**src/rtl/txn_rel_pkg.sv**
```systemverilog
// Shared types for the transaction relation tracker: command/event/error
// encodings, FSM states and the event record carried to the trace logger.
package txn_rel_pkg;

    // Upper bounds for the record fields; the tracker stores only the
    // configured SW / ID_W slices in its FIFO.
    localparam int SW_MAX = 8;
    localparam int ID_MAX = 32;

    localparam logic [ID_MAX-1:0] NULL_ID = '0;

    typedef enum logic [1:0] {
        OP_ILL   = 2'b00,
        OP_BEGIN = 2'b01,
        OP_END   = 2'b10,
        OP_FLUSH = 2'b11
    } cmd_op_e;

    typedef enum logic [1:0] {
        EV_NONE  = 2'b00,
        EV_BEGIN = 2'b01,
        EV_END   = 2'b10,
        EV_REL   = 2'b11
    } ev_kind_e;

    typedef enum logic [1:0] {
        ERR_NONE       = 2'd0,
        ERR_END_CLOSED = 2'd1,
        ERR_BAD_PARENT = 2'd2,
        ERR_BAD_OP     = 2'd3
    } err_code_e;

    typedef enum logic [2:0] {
        ST_IDLE,
        ST_CLOSE_PREV,
        ST_OPEN,
        ST_RELATE,
        ST_CLOSE,
        ST_FLUSH
    } state_e;

    typedef struct packed {
        ev_kind_e            kind;
        logic [SW_MAX-1:0]   stream;
        logic [ID_MAX-1:0]   id;
        logic [ID_MAX-1:0]   aux;
    } ev_rec_t;

endpackage

```
**src/rtl/txn_rel_fifo.sv**
```systemverilog
// Synchronous FIFO with a registered head: dout always shows the oldest
// entry (or zero when empty) and only changes on a clock edge.
module txn_rel_fifo #(
    parameter int WIDTH = 8,
    parameter int DEPTH = 8
) (
    input  logic             clk,
    input  logic             rst_n,
    input  logic             push,
    input  logic [WIDTH-1:0] din,
    input  logic             pop,
    output logic             full,
    output logic             empty,
    output logic [WIDTH-1:0] dout
);

    localparam int AW = $clog2(DEPTH);

    logic [DEPTH-1:0][WIDTH-1:0] mem;
    logic [AW-1:0]               wr_ptr, rd_ptr, rd_ptr_n;
    logic [AW:0]                 count, count_pop;
    logic                        do_push, do_pop;

    assign full      = (count == (AW+1)'(DEPTH));
    assign empty     = (count == '0);
    // A full FIFO refuses a push even if the head is popped this cycle.
    assign do_push   = push && !full;
    assign do_pop    = pop && !empty;
    assign rd_ptr_n  = do_pop ? rd_ptr + AW'(1) : rd_ptr;
    assign count_pop = count - (AW+1)'(do_pop);

    // Storage array; contents are don't-care until written.
    always_ff @(posedge clk) begin
        if (do_push) mem[wr_ptr] <= din;
    end

    // Pointers, occupancy and the registered head entry.
    always_ff @(posedge clk or negedge rst_n) begin
        if (!rst_n) begin
            wr_ptr <= '0;
            rd_ptr <= '0;
            count  <= '0;
            dout   <= '0;
        end else begin
            if (do_push) wr_ptr <= wr_ptr + AW'(1);
            rd_ptr <= rd_ptr_n;
            count  <= count_pop + (AW+1)'(do_push);
            if (count_pop == '0) dout <= do_push ? din : '0;
            else                 dout <= mem[rd_ptr_n];
        end
    end

endmodule

```
**src/rtl/txn_relation_tracker.sv**
```systemverilog
// Per-stream open-transaction tracker. Allocates non-zero IDs, auto-closes
// a stream's previous transaction on BEGIN, records parent relations and
// emits ordered BEGIN/END/REL records through a FIFO to the trace logger.
module txn_relation_tracker
    import txn_rel_pkg::*;
#(
    parameter int NUM_STREAMS = 5,
    parameter int ID_W        = 16,
    parameter int FIFO_DEPTH  = 8,
    localparam int SW = $clog2((NUM_STREAMS > 1) ? NUM_STREAMS : 2)
) (
    input  logic                   clk,
    input  logic                   rst_n,
    input  logic                   cmd_valid,
    output logic                   cmd_ready,
    input  logic [1:0]             cmd_op,
    input  logic [SW-1:0]          cmd_stream,
    input  logic                   cmd_rel_en,
    input  logic [SW-1:0]          cmd_parent,
    output logic                   ev_valid,
    input  logic                   ev_ready,
    output logic [1:0]             ev_kind,
    output logic [SW-1:0]          ev_stream,
    output logic [ID_W-1:0]        ev_id,
    output logic [ID_W-1:0]        ev_aux,
    output logic [NUM_STREAMS-1:0] open_mask,
    output logic                   err_valid,
    output logic [1:0]             err_code
);

    localparam int EW = 2 + SW + 2*ID_W;

    state_e                             state;
    logic [NUM_STREAMS-1:0]             open_q;
    logic [NUM_STREAMS-1:0][ID_W-1:0]   cur_id;
    logic [ID_W-1:0]                    id_ctr;
    logic [SW-1:0]                      lat_stream, lat_parent;
    logic                               lat_rel, lat_bad;
    logic                               err_q;
    logic [1:0]                         err_code_q;

    logic                               push, full, empty, pop;
    ev_rec_t                            rec;
    logic [EW-1:0]                      push_data, pop_data;
    logic                               stream_ok, rel_ok, bad_rel_now;
    logic                               flush_any;
    logic [SW-1:0]                      flush_idx;
    logic [NUM_STREAMS-1:0]             flush_rest;

    assign stream_ok = ({1'b0, cmd_stream} < (SW+1)'(NUM_STREAMS));
    // Relation is judged against the open set as seen at acceptance.
    assign rel_ok    = ({1'b0, cmd_parent} < (SW+1)'(NUM_STREAMS)) &&
                       open_q[cmd_parent] && (cmd_parent != cmd_stream);

    // Lowest-index open stream: the next one a FLUSH closes.
    always_comb begin
        flush_any = 1'b0;
        flush_idx = '0;
        for (int i = NUM_STREAMS-1; i >= 0; i--) begin
            if (open_q[i]) begin
                flush_any = 1'b1;
                flush_idx = SW'(i);
            end
        end
    end
    assign flush_rest = open_q & ~(NUM_STREAMS'(1) << flush_idx);

    // Event record for the current emitting state; pushes wait while full.
    always_comb begin
        push = 1'b0;
        rec  = '0;
        case (state)
            ST_CLOSE_PREV, ST_CLOSE: begin
                push       = !full;
                rec.kind   = EV_END;
                rec.stream = SW_MAX'(lat_stream);
                rec.id     = ID_MAX'(cur_id[lat_stream]);
            end
            ST_OPEN: begin
                push       = !full;
                rec.kind   = EV_BEGIN;
                rec.stream = SW_MAX'(lat_stream);
                rec.id     = ID_MAX'(id_ctr);
            end
            ST_RELATE: begin
                push       = !full;
                rec.kind   = EV_REL;
                rec.stream = SW_MAX'(lat_stream);
                rec.id     = ID_MAX'(cur_id[lat_stream]);
                rec.aux    = ID_MAX'(cur_id[lat_parent]);
            end
            ST_FLUSH: begin
                push       = flush_any && !full;
                rec.kind   = EV_END;
                rec.stream = SW_MAX'(flush_idx);
                rec.id     = ID_MAX'(cur_id[flush_idx]);
            end
            default: ;
        endcase
    end

    assign push_data = {rec.kind, rec.stream[SW-1:0], rec.id[ID_W-1:0], rec.aux[ID_W-1:0]};

    txn_rel_fifo #(.WIDTH(EW), .DEPTH(FIFO_DEPTH)) u_fifo (
        .clk   (clk),
        .rst_n (rst_n),
        .push  (push),
        .din   (push_data),
        .pop   (pop),
        .full  (full),
        .empty (empty),
        .dout  (pop_data)
    );

    assign ev_valid = !empty;
    assign pop      = ev_valid && ev_ready;
    assign {ev_kind, ev_stream, ev_id, ev_aux} = pop_data;

    assign cmd_ready   = (state == ST_IDLE);
    assign open_mask   = open_q;
    // Bad-parent error is tied to the cycle the BEGIN record actually goes out.
    assign bad_rel_now = (state == ST_OPEN) && push && lat_bad;
    assign err_valid   = err_q | bad_rel_now;
    assign err_code    = err_q ? err_code_q : (bad_rel_now ? ERR_BAD_PARENT : ERR_NONE);

    // Command FSM plus per-stream open/ID bookkeeping and the ID allocator.
    always_ff @(posedge clk or negedge rst_n) begin
        if (!rst_n) begin
            state      <= ST_IDLE;
            open_q     <= '0;
            cur_id     <= '0;
            id_ctr     <= ID_W'(1);
            lat_stream <= '0;
            lat_parent <= '0;
            lat_rel    <= 1'b0;
            lat_bad    <= 1'b0;
            err_q      <= 1'b0;
            err_code_q <= ERR_NONE;
        end else begin
            err_q      <= 1'b0;
            err_code_q <= ERR_NONE;
            case (state)
                ST_IDLE: if (cmd_valid) begin
                    lat_stream <= cmd_stream;
                    lat_parent <= cmd_parent;
                    lat_rel    <= cmd_rel_en && rel_ok;
                    lat_bad    <= cmd_rel_en && !rel_ok;
                    if (cmd_op == OP_FLUSH) begin
                        state <= ST_FLUSH;
                    end else if (cmd_op == OP_ILL || !stream_ok) begin
                        err_q      <= 1'b1;
                        err_code_q <= ERR_BAD_OP;
                    end else if (cmd_op == OP_BEGIN) begin
                        state <= open_q[cmd_stream] ? ST_CLOSE_PREV : ST_OPEN;
                    end else if (open_q[cmd_stream]) begin
                        state <= ST_CLOSE;
                    end else begin
                        err_q      <= 1'b1;
                        err_code_q <= ERR_END_CLOSED;
                    end
                end
                ST_CLOSE_PREV: if (!full) begin
                    open_q[lat_stream] <= 1'b0;
                    state              <= ST_OPEN;
                end
                ST_OPEN: if (!full) begin
                    open_q[lat_stream] <= 1'b1;
                    cur_id[lat_stream] <= id_ctr;
                    id_ctr             <= (id_ctr == '1) ? ID_W'(1) : id_ctr + ID_W'(1);
                    state              <= lat_rel ? ST_RELATE : ST_IDLE;
                end
                ST_RELATE: if (!full) state <= ST_IDLE;
                ST_CLOSE: if (!full) begin
                    open_q[lat_stream] <= 1'b0;
                    state              <= ST_IDLE;
                end
                ST_FLUSH: begin
                    if (!flush_any) begin
                        state <= ST_IDLE;
                    end else if (!full) begin
                        open_q[flush_idx] <= 1'b0;
                        if (flush_rest == '0) state <= ST_IDLE;
                    end
                end
                default: state <= ST_IDLE;
            endcase
        end
    end

endmodule

```
**config.mk**
```make
export PLATFORM = sky130hd
export DESIGN_NAME = txn_relation_tracker
export DESIGN_NICKNAME = d
export VERILOG_FILES = /design/src/rtl/txn_rel_pkg.sv /design/src/rtl/txn_rel_fifo.sv /design/src/rtl/txn_relation_tracker.sv
export SDC_FILE = /design/constraint.sdc
export NUM_CORES = 1
export LEC_CHECK = 0
export CORE_MARGIN = 2
export CORE_UTILIZATION = 45
export DETAILED_ROUTE_END_ITERATION = 16
export GPL_ROUTABILITY_DRIVEN = 1
export GPL_TIMING_DRIVEN = 0
export MAX_ROUTING_LAYER = met4
export PLACE_DENSITY_LB_ADDON = 0.2
export SYNTH_ARGS = -nofsm -noshare
export SYNTH_HDL_FRONTEND = slang
export SYNTH_SLANG_ARGS = --single-unit
export TNS_END_PERCENT = 20
```
**constraint.sdc**
```tcl
create_clock -name clk -period 5.4 [get_ports clk]
set_clock_uncertainty 0.15 [all_clocks]
set_input_delay 1.08 -clock clk [delete_from_list [all_inputs] [get_ports clk]]
set_output_delay 1.08 -clock clk [all_outputs]
set_load 0.005 [all_outputs]
```
==> results by group, run 1 <==
Place
  – Place WS: 746 ps
  – Post-DP Area: 23200 µm²
  – Detailed-placement wirelength estimate: 40.6 mm
  – # port buffers: 59
  – RePlAce Congestion: 0.921

Drt
  – Total number of vias: 14465
  – DRC: 0
  – WL/cell: 24.6 µm
  – Initial DRC count: 1420
  – Routed WL: 59.3 mm
  – Vias per cell: 6.00
  – Post-route ant nets: 0
  – DRT Pass-1 Iters: 8

Finish
  – Fillers: 3993
  – Nets@finish: 1775
  – Area growth from synthesis to layout: 15.1%
  – Finished Cell Area: 24800 µm²
  – Antenna Cells: 0
  – Layout cell share with drive strength beyond 1: 16.4%

STA
  – Setup-failing EPs final: 0
  – Slew Viols, Final: 0
  – Final Critical Period: 4270 ps
  – Final Hold Viols: 0
  – RSZ-0062 raised after global routing: no
  – Max Freq: 234 MHz
  – Final period util: 79.1%
  – Hold Slack: 227 ps
  – Slew @ Worst Pin: 1300 ps
  – Relative slew slack: 12.6%
  – Setup ws final: 1130 ps

Critical path
  – Critical path class: reg -> out
  – Crit path DAT: 3040 ps
  – FF-to-FF path depth: 10
  – Worst EP required: 4170 ps
  – Critical path peak fanout: 10
  – Crit path capture type: output pin
  – CP startpoint kind: flip-flop

Yosys
  – Mean Syn Cell Area: 13.2 µm²
  – Netlist cell types: 64
  – Sequential-to-total area share from yosys stat: 59.9%
  – Total standard cell area after synthesis: 21600 µm²
  – YS warnings: 0
  – Asr flop ratio synth: 35.2%
  – Mapped Nets: 1651
  – Post-synth EDFFs: 296
  – Seq cells post-synth: 457
  – Synth Flop Type: edfxtp_1
  – Syn Inst Count: 1631

Floorplan
  – Die Ht: 223 µm
  – Initial Utilization: 45.3%
  – Area of the core: 47500 µm²
  – Cell Rows: 80
  – Top Ports: 60
  – Die width: 223 µm
  – Die footprint: 49700 µm²

GRT
  – Initial antenna violation count: 0
  – GRT Util Overall: 24.8%
  – Vias in the first global route: 14546
  – First-pass GRT wire length: 89.9 mm
  – Largest net degree at the start of global routing: 119
  – GRT overflow: 0

Clocking
  – Hold buffers post-CTS: 0
  – Clock root cell: clkbuf_16
  – Total CTS buffers: 48
  – Clk buf depth: 3
  – CTS tree: yes
  – H-tree depth: 2
  – Postcts setup bufs: 0
  – Clk_lat worst skew: 620 ps
  – Clock slew at reported path FFs: 60 ps
  – Resized cells post-CTS: 0
  – CTS Sinks: 457

Status
  – Status: complete, no violations

Power
  – Static Leakage: 9.57 nW
  – Maximum vdd ir drop: 0.309 mV
  – Power per cell area: 601 nW/µm²

Worst hold path
  – Min-Delay Path Class: in -> async

Flow run
  – Max-Cap Viols: 0
## where the power goes
part,internal [W],switching [W],total (W)
Combinational,0.00264,0.00398,0.00662
Sequential,0.00462,0.000317,0.00494
Clock,0.00192,0.00143,0.00335
## through the flow
stage                     total power [W]  setup TNS, ps  utilization (%)  instances
after global placement             0.0115        -954680             48.2       2305
final                              0.0149              0             52.2       2410
after CTS                          0.0150              0             52.2       2410
after floorplan                   0.00918              0                -       1631
after detailed placement           0.0116              0             48.8       2320
after global routing               0.0157              0             52.2       2410
## critical path, stage by stage, from the launching register on
cell and delay (ps):
dfrtp_1 330, buf_2 190, nor3b_2 580, and2_1 270, buf_2 290, nand2_1 120, o21ai_0 160, clkdlybuf4s50_1 520
## synth_stat cells, types with 3 or more instances
library cell  count  area (µm²)
mux2i_1         159        1590
nor4_1            3        18.8
a221oi_1          8        70.1
clkbuf_1         70         263
a211oi_1         10        75.1
a22o_1           17         149
nor3_1           12        60.1
buf_4             3        22.5
a21o_1           22         165
nor2_1           67         251
buf_2            35         175
ha_1              7        87.6
nand3_1          80         400
and2_1            4        25.0
nand2_1         227         852
o31ai_1           4        30.0
a211o_1           5        43.8
xor2_1            6        52.6
or3_1             3        18.8
a31oi_1          30         188
and3_1            7        43.8
mux4_2           58        1310
o221ai_1          3        26.3
o2bb2ai_1         4        35.0
and4_1            3        26.3
o21ai_0          23         115
buf_1            14        52.6
xnor2_1          13         114
edfxtp_1        296        8890
nor3b_1           3        22.5
o22ai_1          22         138
dfrtp_1         160        4000
mux2_2           93        1050
nand2b_1         15        93.8
a21oi_1          28         140
nor2b_1           7        43.8
a221o_1           9        90.1
inv_1            14        52.6
a32o_1           23         230
o22a_1            3        26.3
a32oi_1           3        26.3
a22oi_1          29         218
## kinds of logic (layout without fill, tap and decap cells)
| kind of cell | count (synthesis) | in the layout | synth area share [%] |
|---|---|---|---|
| AO/OA/AOI/OAI | 253 | 253 | 8.67 |
| XOR/XNOR | 21 | 21 | 0.923 |
| adder cells (fa/ha/maj) | 8 | 8 | 0.453 |
| buffers and inverters | 141 | 305 | 2.72 |
| flip-flops | 457 | 457 | 59.9 |
| multiplexers | 310 | 310 | 18.3 |
| AND/OR/NAND/NOR | 441 | 441 | 8.98 |
## sequential cells by signal, summed over array words and instances (netlist names), 3 cells and up
register	count
u_fifo.mem	296
cur_id	80
u_fifo.wr_ptr	3
lat_parent	3
state	3
u_fifo.rd_ptr	3
u_fifo.dout	37
u_fifo.count	4
lat_stream	3
open_mask	5
id_ctr	16
## routing by layer
| layer | global-route usage [%] | share of wire, % |
|---|---|---|
| met4 | 7.69 | 2.9 |
| met1 | 33.0 | 43 |
| met3 | 3.25 | 6.2 |
| met5 | - | 0 |
| met2 | 39.9 | 48 |
## layout make-up
class,instances,area (µm²),area share [%]
buffer,122,513,2.07
clock buffer,62,1270,5.13
clock inverter,28,314,1.27
inverter,19,73.8,0.298
multi-input combinational,1033,8100,32.7
sequential,457,12900,52.1
tap,615,769,3.10
timing repair buffer,74,848,3.42
## layout by cell type (no fill, tap or decap), types with 5 or more instances in the layout
master / synthesis / routed
a211o_1: 5 / 5
a211oi_1: 10 / 10
a21o_1: 22 / 22
a21oi_1: 28 / 28
a221o_1: 9 / 9
a221oi_1: 8 / 8
a22o_1: 17 / 17
a22oi_1: 29 / 29
a31oi_1: 30 / 30
a32o_1: 23 / 23
and3_1: 7 / 7
buf_1: 14 / 14
buf_12: 0 / 6
buf_2: 35 / 35
buf_8: 0 / 5
bufinv_16: 0 / 5
clkbuf_1: 70 / 82
clkbuf_16: 0 / 48
clkdlybuf4s50_1: 0 / 58
clkinv_1: 2 / 10
clkinv_2: 0 / 10
dfrtp_1: 160 / 160
edfxtp_1: 296 / 296
ha_1: 7 / 7
inv_1: 14 / 14
mux2_2: 93 / 93
mux2i_1: 159 / 159
mux4_2: 58 / 58
nand2_1: 227 / 227
nand2b_1: 15 / 15
nand3_1: 80 / 80
nor2_1: 67 / 61
nor2_4: 0 / 6
nor2b_1: 7 / 7
nor3_1: 12 / 10
o21ai_0: 23 / 23
o22ai_1: 22 / 22
xnor2_1: 13 / 13
xor2_1: 6 / 6
## worst paths after layout
| kind | from | to | slack, ps |
|---|---|---|---|
| max in group asynchronous | rst_n | cur_id[65] | 3910 |
| hold reg to reg | lat_bad | lat_bad | 340 |
| hold / removal | rst_n | u_fifo.rd_ptr[0] | 230 |
| setup / recovery | state[1] | err_code[1] | 1130 |
| min in group clk | lat_bad | lat_bad | 340 |
| setup reg to reg | u_fifo.count[1] | u_fifo.dout[11] | 1180 |
Power figures use the tool's default switching activity.
==> run 2, diff against run 1 <==
==> constraint.sdc (replaced) <==
create_clock -name clk -period 3.5 [get_ports clk]
set_clock_uncertainty 0.15 [all_clocks]
set_input_delay 0.7 -clock clk [delete_from_list [all_inputs] [get_ports clk]]
set_output_delay 0.7 -clock clk [all_outputs]
set_load 0.005 [all_outputs]
==> results by group, run 2 (same netlist as run 1, synthesis figures left out) <==
Status
  – Status: complete, but fails checks
  – Failing checks: setup timing

Clocking
  – Total CTS buffers: 49
  – CTS tree: yes
  – Clock slew at reported path FFs: 60 ps
  – Clk buf depth: 3
  – CTS Sinks: 457
  – Clock root cell: clkbuf_16
  – Clk_lat worst skew: 610 ps
  – H-tree depth: 2

Power
  – Sequential share of power: 33.0%
  – Switching Fraction: 38.4%
  – Combinational fraction of design power: 44.7%
  – NetSw: 0.00890 W
  – Maximum vdd ir drop: 0.582 mV
  – Clk network pwr share: 22.3%
  – Static Leakage: 9.64 nW
  – Power per cell area: 927 nW/µm²
  – Int Power: 0.0142 W

GRT
  – First-pass GRT wire length: 89.5 mm
  – Initial antenna violation count: 0
  – Vias in the first global route: 14545
  – GRT overflow: 0
  – Largest net degree at the start of global routing: 102
  – GRT Util Overall: 24.7%

Finish
  – Most frequent cells in the layout: edfxtp_1, nand2_1, mux2i_1, dfrtp_1, mux2_2
  – Area growth from synthesis to layout: 15.9%
  – Finished Cell Area: 25000 µm²
  – Multi-input gate area: 8150 µm²
  – Largest register FFs: 296
  – Final core occ: 52.5%
  – Non-filler cells, final: 2419
  – Fillers: 4005
  – Biggest regs: u_fifo.mem: 296 flops, cur_id: 80 flops, u_fifo.dout: 37 flops
  – Layout cell share with drive strength beyond 1: 17.4%
  – Top reg by flops: u_fifo.mem
  – FF+latch area: 12900 µm²
  – Nets@finish: 1783
  – Antenna Cells: 0
  – Commonest non-fill, non-tap cell in the layout: edfxtp_1

Critical path
  – Crit path capture type: flip-flop
  – R2R setup slack: -5 ps
  – FF-to-FF path depth: 7
  – Critical path peak fanout: 10
  – CP startpoint kind: flip-flop
  – Worst EP required: 3870 ps
  – Crit path DAT: 3880 ps
  – Critical path class: reg -> reg

Drt
  – Total number of vias: 14537
  – Post-route ant nets: 0
  – Routed WL: 59.2 mm
  – Initial DRC count: 1369
  – DRT Pass-1 Iters: 5
  – DRC: 0
  – WL/cell: 24.5 µm
  – Vias per cell: 6.01

Flow run
  – Max-Cap Viols: 0

Place
  – Place WS: -779 ps
  – Post-DP Area: 23200 µm²
  – Detailed-placement wirelength estimate: 40.0 mm
  – Dpl cells: 2316
  – RePlAce Congestion: 0.922
  – # port buffers: 59

Floorplan
  – Cell Rows: 80
  – Area of the core: 47500 µm²
  – Die width: 223 µm
  – Die footprint: 49700 µm²
  – Top Ports: 60
  – Die Ht: 223 µm
  – Initial Utilization: 45.3%

STA
  – Setup-failing EPs final: 1
  – Slew Viols, Final: 0
  – Final Critical Period: 3510 ps
  – Setup ws final: -5.17 ps
  – Max Freq: 285 MHz
  – Slew @ Worst Pin: 1090 ps
  – Relative slew slack: 27.6%
  – RSZ-0062 raised after global routing: yes
  – Final period util: 100%
  – Final Hold Viols: 0

Worst hold path
  – Hold path depth: 2
  – Min-Delay Path Class: reg -> reg
==> run 2: stage by stage <==
step	hold slack (ps)	power [W]	TNS [ps]
CTS	336	0.0232	-623
global route	395	0.0243	-102
floorplan	254	0.0142	-41620
finish	331	0.0231	-5.17
detailed placement	322	0.0180	-97380
global placement	318	0.0177	-1628410
==> run 2: layout make-up <==
| type | instances | area share [%] |
|---|---|---|
| flip-flops and latches | 457 | 51.7 |
| multi-input cells | 1033 | 32.6 |
| clock buffers | 65 | 5.39 |
| repair buffers | 82 | 3.69 |
| well taps | 615 | 3.08 |
| plain buffers | 121 | 2.12 |
| clock inverters | 27 | 1.06 |
| inverters | 19 | 0.296 |
==> run 2: power groups by stage <==
stage / Sequential (W) / Clock (W) / Combinational [W]
floorplan: 0.00765 / 0 / 0.00651
global placement: 0.00775 / 0 / 0.00991
detailed placement: 0.00772 / 0 / 0.0102
CTS: 0.00762 / 0.00526 / 0.0103
global route: 0.00773 / 0.00549 / 0.0110
finish: 0.00763 / 0.00517 / 0.0103
==> run 2: critical path, stage by stage (launching register included) <==
cell      delay (ps)
dfrtp_1          390
clkbuf_1         460
clkinv_1         450
a21oi_1          900
nand2_1          110
nand3_1          140
a221o_1          540
a22o_1           250
==> run 2: worst paths after layout <==
path	start	endpoint
setup / recovery	open_mask[1]	u_fifo.dout[23]
setup reg to reg	open_mask[1]	u_fifo.dout[23]
hold / removal	lat_bad	lat_bad
min in group asynchronous	rst_n	u_fifo.dout[25]
hold reg to reg	lat_bad	lat_bad
max in group asynchronous	rst_n	cur_id[58]
==> run 2: routing by layer <==
metal | global-route usage (%) | vias up | share of wire [%]
met1 | 32.9 | 7454 | 43
met5 | - | - | 0
met3 | 2.70 | 95 | 5.6
li1 | - | 6472 | -
met4 | 7.60 | 0 | 2.6
met2 | 40.1 | 516 | 49
==> run 2: repair_timing <==
action | CTS | global route
pin swaps | 4 | 2
buffers inserted | 9 | 2
setup endpoints to repair | 343 | 122
gates resized for setup | 8 | 14
endpoints found under the hold margin | 60 | 0
hold buffers | 1 | 0
